### src/rtl/fetch_ctrl_pkg.sv
// rtl/fetch_ctrl_pkg.sv - shared types and constants for the fetch-stage sequencer
package fetch_ctrl_pkg;

    typedef enum logic [2:0] {
        BOOT,
        RUN,
        STALL,
        FLUSH,
        HALT
    } fetch_state_t;

    localparam logic [31:0] NOP_INST = 32'h0000_0013;

    // IF/ID instruction bubble mux: a flushed slot holds addi x0,x0,0
    function automatic logic [31:0] ifid_inst_mux(input logic [31:0] inst, input logic flush);
        return flush ? NOP_INST : inst;
    endfunction

endpackage

### src/rtl/fetch_ctrl_sat_cnt.sv
// rtl/fetch_ctrl_sat_cnt.sv - enable-gated counter that sticks at all-ones
module fetch_ctrl_sat_cnt #(
    parameter int W = 32
) (
    input  logic         clk,
    input  logic         rstn,
    input  logic         en,
    output logic [W-1:0] cnt
);

    logic [W-1:0] cnt_q;
    logic [W-1:0] cnt_d;

    always_comb begin
        cnt_d = cnt_q;
        if (en && (cnt_q != '1)) begin
            cnt_d = cnt_q + W'(1);
        end
    end

    always_ff @(posedge clk or negedge rstn) begin
        if (!rstn) begin
            cnt_q <= '0;
        end else begin
            cnt_q <= cnt_d;
        end
    end

    assign cnt = cnt_q;

endmodule

### src/rtl/fetch_ctrl.sv
// rtl/fetch_ctrl.sv - fetch/IF-ID sequencer: boot delay, redirect, flush, stall, halt
// Optional performance counters under FETCH_CTRL_PERF_EN.
module fetch_ctrl
    import fetch_ctrl_pkg::*;
#(
    parameter int BOOT_CYCLES  = 4,
    parameter int FLUSH_CYCLES = 2,
    parameter int PERF_W       = 32
) (
    input  logic              clk,
    input  logic              rstn,
    input  logic              stall_req,
    input  logic              branch_taken,
    input  logic              halt_req,
    output logic              pc_en,
    output logic              pc_redirect,
    output logic              ifid_en,
    output logic              ifid_flush,
    output logic              ifid_valid,
    output logic              halted
`ifdef FETCH_CTRL_PERF_EN
    ,
    output logic [PERF_W-1:0] perf_stall_cnt,
    output logic [PERF_W-1:0] perf_flush_cnt
`endif
);

    localparam int CNT_MAX = (BOOT_CYCLES > FLUSH_CYCLES) ? BOOT_CYCLES : FLUSH_CYCLES;
    localparam int CNT_W   = $clog2(CNT_MAX + 1);
    localparam logic [CNT_W-1:0] BOOT_LAST  = CNT_W'(BOOT_CYCLES - 1);
    localparam logic [CNT_W-1:0] FLUSH_LOAD = CNT_W'(FLUSH_CYCLES - 1);

    fetch_state_t     state_q, state_d;
    logic [CNT_W-1:0] cnt_q, cnt_d;
    logic             ifid_valid_q, ifid_valid_d;
    logic             halted_q, halted_d;

    always_comb begin
        state_d      = state_q;
        cnt_d        = cnt_q;
        ifid_valid_d = ifid_valid_q;
        halted_d     = halted_q;
        pc_en        = 1'b0;
        pc_redirect  = 1'b0;
        ifid_en      = 1'b0;
        ifid_flush   = 1'b0;

        // A taken branch overrides everything outside BOOT/HALT
        if ((state_q inside {RUN, STALL, FLUSH}) && branch_taken) begin
            pc_en        = 1'b1;
            pc_redirect  = 1'b1;
            ifid_en      = 1'b1;
            ifid_flush   = 1'b1;
            ifid_valid_d = 1'b0;
            state_d      = (FLUSH_CYCLES == 1) ? RUN : FLUSH;
            cnt_d        = FLUSH_LOAD;
        end else begin
            case (state_q)
                BOOT: begin
                    if (cnt_q == BOOT_LAST) begin
                        state_d = RUN;
                        cnt_d   = '0;
                    end else begin
                        cnt_d = cnt_q + CNT_W'(1);
                    end
                end
                RUN, STALL: begin
                    if (halt_req) begin
                        halted_d = 1'b1;
                        state_d  = HALT;
                    end else if (stall_req) begin
                        state_d = STALL;
                    end else begin
                        pc_en        = 1'b1;
                        ifid_en      = 1'b1;
                        ifid_valid_d = 1'b1;
                        state_d      = RUN;
                    end
                end
                FLUSH: begin
                    // Wrong-path stall/halt requests are dropped here
                    pc_en        = 1'b1;
                    ifid_en      = 1'b1;
                    ifid_flush   = 1'b1;
                    ifid_valid_d = 1'b0;
                    cnt_d        = cnt_q - CNT_W'(1);
                    if (cnt_q == CNT_W'(1)) begin
                        state_d = RUN;
                    end
                end
                HALT: begin
                    state_d = HALT;
                end
                default: begin
                    state_d = BOOT;
                    cnt_d   = '0;
                end
            endcase
        end
    end

    always_ff @(posedge clk or negedge rstn) begin
        if (!rstn) begin
            state_q      <= BOOT;
            cnt_q        <= '0;
            ifid_valid_q <= 1'b0;
            halted_q     <= 1'b0;
        end else begin
            state_q      <= state_d;
            cnt_q        <= cnt_d;
            ifid_valid_q <= ifid_valid_d;
            halted_q     <= halted_d;
        end
    end

    assign ifid_valid = ifid_valid_q;
    assign halted     = halted_q;

`ifdef FETCH_CTRL_PERF_EN
    logic stall_gated;

    assign stall_gated = (state_q inside {RUN, STALL}) && stall_req && !branch_taken && !halt_req;

    fetch_ctrl_sat_cnt #(.W(PERF_W)) u_stall_cnt (
        .clk  (clk),
        .rstn (rstn),
        .en   (stall_gated),
        .cnt  (perf_stall_cnt)
    );

    fetch_ctrl_sat_cnt #(.W(PERF_W)) u_flush_cnt (
        .clk  (clk),
        .rstn (rstn),
        .en   (ifid_flush),
        .cnt  (perf_flush_cnt)
    );
`endif

endmodule

### config.mk
export PLATFORM = sky130hd
export DESIGN_NAME = fetch_ctrl
export DESIGN_NICKNAME = d
export VERILOG_FILES = /design/src/rtl/fetch_ctrl_pkg.sv /design/src/rtl/fetch_ctrl_sat_cnt.sv /design/src/rtl/fetch_ctrl.sv
export SDC_FILE = /design/constraint.sdc
export NUM_CORES = 1
export LEC_CHECK = 0
export CORE_AREA = 2 2 39 41
export CTS_BUF_LIST = sky130_fd_sc_hd__clkbuf_4 sky130_fd_sc_hd__clkbuf_8
export DETAILED_ROUTE_END_ITERATION = 10
export DIE_AREA = 0 0 41 43
export PLACE_DENSITY = 0.68
export SLEW_MARGIN = 20
export SYNTH_ARGS = -nofsm -noshare
export SYNTH_HDL_FRONTEND = slang
export SYNTH_SLANG_ARGS = --single-unit
### constraint.sdc
create_clock -name clk -period 3 [get_ports clk]
set_clock_uncertainty 0.1 [all_clocks]
set_input_delay 0.45 -clock clk [delete_from_list [all_inputs] [get_ports clk]]
set_output_delay 0.45 -clock clk [all_outputs]
set_load 0.05 [all_outputs]
Word-level counts from Yosys, hierarchy flattened:

Cells that the tools add are included.

* register bits: 8
* input bits: 5
* output and inout bits: 6
* logic and storage cells: 47

* add/sub/neg operators: 2
* eq/ne operators: 11
* mux-type cells: 20
* bitwise logic cells: 1
* reductions and logical operators: 9

Operators by type and width (number)
* 2-to-1 mux 3 bit: 6
* case mux 3 bit (4 select lines): 1
* equality test 3 x 2 -> 1 bit (second input constant): 3
* 2-to-1 mux 1 bit: 9
* inequality test 3 bit (second input constant): 3
* case mux 3 bit (3 select lines): 1
* equality test 3 x 1 -> 1 bit (second input constant): 2
* AND reduction 3 bit: 2
* nonzero test 3 bit: 2
* case mux 1 bit (2 select lines): 2
* adder 3 x 1 -> 3 bit (second input constant): 1
* equality test 3 bit (second input constant): 1
* logical NOT 3 bit: 1
* inequality test 3 x 1 -> 1 bit (second input constant): 1
* OR reduction 3 bit: 1
* subtractor 3 x 1 -> 3 bit (second input constant): 1
* 2-to-1 mux 2 bit: 1
* inequality test 2 x 1 -> 1 bit (second input constant): 1
* AND reduction 2 bit: 1
* OR reduction 2 bit: 1
* logical AND 1 bit: 1
* NOT 1 bit: 1

Logic depth before layout (Yosys ltp):

Gate-level depths: netlist (run 1).

* depth in word-level cells: 5
* gate-level depth with buffers: 6
* gate-level depth less buffers: 5

Worst setup path before layout (run 1):

No wires, ideal clock.

* path type: input to output
* start: in branch_taken
* end: out pc_en
* arrival time: 2353 ps
* data required time: 2450 ps
* path slack: 97 ps
* stages: 5
* path buffers: 2
* cell sequence: buf_2 -> o21ai_0 -> a21oi_1 -> or2_1 -> buf_4

* longest elaborated chain between the ends: 2

RTL lines
* start: declaration: line fetch_ctrl.sv:13 `input logic branch_taken,`
* logical AND 1 bit: line fetch_ctrl.sv:49 `if ((state_q inside {RUN, STALL, FLUSH}) && branch_taken) begin`
* 2-to-1 mux 1 bit
* end: declaration: line fetch_ctrl.sv:15 `output logic pc_en,`

Every way passes these cells.

Worst setup path in the final report (run 1):

* start: in branch_taken
* end: out pc_en

* longest elaborated chain between the ends: 2

RTL lines (line)
* logical AND 1 bit: fetch_ctrl.sv:49
* 2-to-1 mux 1 bit: fetch_ctrl.sv:49

Every way passes these cells.

==> reports/summary.txt, run 1 <==
Total Wirelength: 1120 um
post_cts resized: 0
Root Buffer: clkbuf_4
Final Hold Fails: 0
Reg2Reg Launch Point: state_q[1]
cell row count: 14
worst rel slew slack: 0.670
post-route ant nets: 0
maxcap violations: 0
synthesized area per cell: 9.00 sq um
area leader, netlist: dfrtp_1
top-level port count: 11
synthesized flop and latch total: 8
# Post-CTS Setup Buffers: 0
final setup fails: 0
Inserted Clock Buffers: 3
die width: 41 um
Final Max Slew Viols: 0
outcome: complete, no violations
Final Power: 890 uW
initial antenna violation count: 0
routed vias/inst: 5.37
Gate power share: 0.626
Yosys warnings: 0
Post-Syn Nets: 74
Initial Utilization: 0.429
die area: 1760 sq um
internal power: 441 uW
DRC violations left: 0
# hold bufs at CTS: 0
Synth cell types: 36
n_diodes: 0
critical path launch point type: input port
Nets: 83
top cell type's share of synthesized area: 0.337
first-pass GRT wire length: 1930 um
clock-pin slew on the worst setup and hold paths: 0.06 ns
fin crit period: 2.44 ns
vias: 478
I/O Buffers: 10
DRT iter0 DRCs: 8
Final Cycle Share: 0.813
CP endpoint kind: output port
RSZ-0062 raised after global routing: no
Area contributors post-synth: dfrtp_1 (34%), ha_1 (6.3%), buf_6 (3.8%)
Hold Crit Class: in -> async
largest net degree at the start of global routing: 17
CP Class: in -> out
layout cells sized above 1: 0.137
RD Place Congestion: 0.783
Psw: 449 uW
Worst Max-Slew Pin Slew: 0.494 ns
Seq/Total Area, Yosys: 0.337
WL/cell: 12.6 um
peak supply drop: 0.000411 V
Syn Inst Count: 66
Layout area overhead: 16.4%
Detailed Routing Iterations Pass 1: 4
core area: 1380 sq um
Clock power frac: 0.095
GRT Overall Usage: 0.168
CTS H-tree depth: 1
Syn Std Cell Area: 594 sq um
crit path launch: branch_taken
sw frac: 0.505
HPWL after DPL: 834 um
Crit path required time: 2.45 ns
TritonCTS clock tree: built
clk sink count: 8
die extent in y: 43 um
CP Max Fanout: 10
grt total ovfl: 0
Power Dens Cells: 1290 nW/um^2
Leakage Power: 0.286 nW
vias in the first global route: 410
worst-skew pair later-pin latency: 0.26 ns
share of power burned in registers: 0.279
Fmax achieved: 410 MHz
clk buf depth: 2
# fillers: 134
CP Data Arrival Time: 1.89 ns
setup TNS: 0 ns
## sequential cells by signal, summed over array words and instances (netlist names)
| name | flops |
|---|---|
| cnt_q | 3 |
| state_q | 3 |
| halted | 1 |
| ifid_valid | 1 |
## routing by layer
layer	vias up	share of wire	global-route usage
li1	248	-	-
met1	223	0.49	0.237
met2	5	0.46	0.209
met3	2	0.034	0.0942
met4	0	0.0090	0.0600
met5	-	0	0
## cells in the final DEF, fill, tap and decap left out, types with 3 or more instances in the layout
cell	count
dfrtp_1	8
nand3_1	3
nor2_1	6
clkdlybuf4s50_1	6
nand2_1	3
clkbuf_4	3
ha_1	3
inv_1	4
## layout make-up
class                      count  area, sq um  share of cell area
multi-input combinational     48          319               0.461
sequential                     8          200               0.289
timing repair buffer          10          115               0.166
clock buffer                   3         22.5              0.0325
tap                           16         20.0              0.0289
inverter                       4         15.0              0.0217
## path summary, 6_finish.rpt
check | cells past startpoint | end | slack [ns]
setup / recovery | 5 | pc_en | 0.56
setup reg to reg | 4 | cnt_q[0] | 1.45
max in group asynchronous | 1 | halted | 2.15
hold reg to reg | 1 | halted | 0.37
min in group clk | 1 | halted | 0.37
hold / removal | 1 | ifid_valid | 0.37
## Yosys cell counts, drive strengths merged
| cell type | count |
|---|---|
| o21bai | 1 |
| or3 | 1 |
| nor4 | 1 |
| a2111oi | 1 |
| buf | 6 |
| mux2i | 1 |
| ha | 3 |
| and2b | 2 |
| o31ai | 1 |
| a21oi | 2 |
| dfrtp | 8 |
| a32o | 1 |
| nor3b | 1 |
| nor3 | 2 |
| a221oi | 1 |
| nand3 | 3 |
| nor2 | 8 |
| o32ai | 1 |
| o41ai | 1 |
| xnor2 | 1 |
| nand3b | 1 |
| or2 | 2 |
| o2111ai | 1 |
| inv | 4 |
| nand2 | 3 |
| o22ai | 1 |
| o21ai | 4 |
| a31oi | 2 |
| nand2b | 1 |
| nor2b | 1 |
## critical path, stage by stage
cell	delay, ns
clkdlybuf4s50_1	0.66
o21ai_0	0.12
a21oi_1	0.23
or2_1	0.25
buf_12	0.17
## cell families after synthesis
group | after synthesis | share of synthesized area
buf+inv | 10 | 0.126
simple gates | 26 | 0.234
compound gates | 17 | 0.208
fa+ha+maj | 3 | 0.0632
mux | 1 | 0.0168
xor+xnor | 1 | 0.0147
flops | 8 | 0.337
## power by group through the flow
stage / sequential [mW] / clock (mW) / combinational, mW
global route: 0.259 / 0.0941 / 0.608
global placement: 0.248 / 0 / 0.556
CTS: 0.247 / 0.0875 / 0.564
detailed placement: 0.249 / 0 / 0.562
finish: 0.249 / 0.0842 / 0.557
floorplan: 0.206 / 0 / 0.485
## through the flow
step | utilization | instances | cell area, sq um | setup WS, ns | hold slack (ns)
floorplan | - | 66 | 594 | 0.0973 | 0.0544
global placement | 0.484 | 86 | 669 | 0.604 | 0.362
detailed placement | 0.484 | 86 | 669 | 0.555 | 0.369
CTS | 0.500 | 89 | 692 | 0.553 | 0.381
global route | 0.500 | 89 | 692 | 0.424 | 0.390
finish | 0.500 | 89 | 692 | 0.562 | 0.369
(Power assumes the default switching activity.)
==> run 2: changes to the inputs <==
- clock period: 3 -> 2.25 ns (I/O delays scaled with it)
==> run 2 against run 1 <==
Against the previous run: final cell count grew 4.5%; largest power group unchanged; combinational power grew 65%; global-route usage grew 1.9 points; critical path depth shrank 2.
==> reports/summary.txt, run 2 (synthesized netlist as in run 1, its figures left out) <==
fin crit period: 2.04 ns
RSZ-0062 raised after global routing: no
cell row count: 14 (unchanged)
Final Cycle Share: 0.905
critical path launch point type: register
Crit path required time: 1.81 ns (-0.64 ns)
slowest CP cell: dfrtp_1
routed vias/inst: 5.60 (+4.3%)
final setup fails: 0 (unchanged)
Fmax achieved: 491 MHz
# hold bufs at CTS: 0 (unchanged)
first-pass GRT wire length: 2120 um (+10%)
Placement Setup Slack: 0.228 ns (-0.327 ns)
post_cts resized: 0 (unchanged)
Final Power: 1.32 mW (+49%)
core area: 1380 sq um (unchanged)
clock-pin slew on the worst setup and hold paths: 0.06 ns (about the same)
RD Place Congestion: 0.841 (+7.5%)
clk buf depth: 2 (unchanged)
Nets: 87 (+4.8%)
top-level port count: 11 (unchanged)
worst rel slew slack: 0.671 (+0.00161)
Final Max Slew Viols: 0 (unchanged)
Detailed Routing Iterations Pass 1: 4 (unchanged)
reg2reg setup slack: 0.76 ns (-0.69 ns)
CP endpoint kind: output port
vias in the first global route: 474 (+16%)
HPWL after DPL: 965 um (+16%)
reg2reg end: cnt_q[0]
Total Wirelength: 1300 um (+17%)
TritonCTS clock tree: built
die extent in y: 43 um (unchanged)
reg2reg path depth: 4 (unchanged)
Leakage Power: 0.314 nW (+9.7%)
Largest regs: cnt_q: 3 flops, state_q: 3 flops
die width: 41 um (unchanged)
GRT Overall Usage: 0.187 (+0.0190)
Worst Max-Slew Pin Slew: 0.492 ns (-0.00240 ns)
n_diodes: 0 (unchanged)
Root Buffer: clkbuf_4
Worst Setup Slack, final: 0.215 ns (-0.347 ns)
vias: 521 (+9.0%)
CTS H-tree depth: 1 (unchanged)
worst path cell trace: nor4_1, or2_4, buf_12
Inserted Clock Buffers: 3 (unchanged)
WL/cell: 14.0 um (+12%)
Critical Path Max Stage Delay: 0.54 ns (-0.12 ns)
post-route ant nets: 0 (unchanged)
layout cells sized above 1: 0.208 (+0.0708)
I/O Buffers: 10 (unchanged)
Hold Crit Class: in -> async
worst-skew pair later-pin latency: 0.26 ns (about the same)
setup TNS: 0 ns (unchanged)
outcome: complete, no violations
Initial Utilization: 0.429 (unchanged)
Power Dens Cells: 1760 nW/um^2 (+37%)
grt total ovfl: 0 (unchanged)
most frequent cells in the layout: dfrtp_1 (8), nor2_1 (6), clkdlybuf4s50_1 (6)
DRT iter0 DRCs: 8 (unchanged)
initial antenna violation count: 0 (unchanged)
clk sink count: 8 (unchanged)
largest net degree at the start of global routing: 14 (-3)
die area: 1760 sq um (unchanged)
# Post-CTS Setup Buffers: 0 (unchanged)
# fillers: 130 (-3.0%)
Reg2Reg Launch Point: state_q[0]
CP Class: reg -> out
DRC violations left: 0 (unchanged)
CP Data Arrival Time: 1.60 ns (-0.29 ns)
peak supply drop: 0.000716 V (+74%)
Layout area overhead: 26.7%
CP Max Fanout: 13 (+3)
most common cell after layout, fill and taps aside: dfrtp_1
Final Hold Fails: 0 (unchanged)
maxcap violations: 0 (unchanged)
## run 2: cell types whose count changed in the layout (fill, tap and decap cells not counted), sizes merged
| cell | delta |
|---|---|
| buf | +4 |
## run 2: cell type report
cell class,instances,area [sq um],area share
multi-input cells,48,325,0.432
clock buffers,3,22.5,0.0299
well taps,16,20.0,0.0266
repair buffers,14,170,0.226
flip-flops and latches,8,200,0.266
inverters,4,15.0,0.0199
## run 2: how the worst max path moves through the flow
| stage | from | end | cells after the start |
|---|---|---|---|
| global placement | branch_taken | ifid_en | 5 |
| global route | state_q[2] | pc_en | 3 |
| floorplan | state_q[0] | pc_en | 5 |
| CTS | state_q[2] | pc_en | 3 |
| finish | state_q[2] | pc_en | 3 |
| detailed placement | halt_req | pc_en | 4 |
## run 2: where the power goes
part / total, mW / switching, mW / internal [mW]
sequential: 0.285 / 0.0825 / 0.203
combinational: 0.921 / 0.499 / 0.422
clock: 0.115 / 0.0539 / 0.0614
total: 1.32 / 0.636 / 0.686
## run 2: stage by stage
stage | instance area [sq um] | utilization | hold slack (ns) | std cells
final | 753 | 0.544 | 0.267 | 93
after detailed placement | 731 | 0.528 | 0.367 | 90
after global placement | 731 | 0.528 | 0.362 | 90
after global routing | 753 | 0.544 | 0.302 | 93
after CTS | 753 | 0.544 | 0.270 | 93
after floorplan | 601 | - | -0.0581 | 66
## run 2: worst max-delay path, delay by kind of cell, from the launching register on
kind	cells	cell delay [ns]
and+or+nand+nor	2	0.66
buffers and inverters	1	0.13
DFF	1	0.54
## run 2: routing by layer
layer,part of all wire,global-route usage,wire length [um]
met5,0,0,0
met3,0.025,0.0471,32
met4,0.018,0.120,24
met2,0.52,0.259,681
met1,0.43,0.247,565
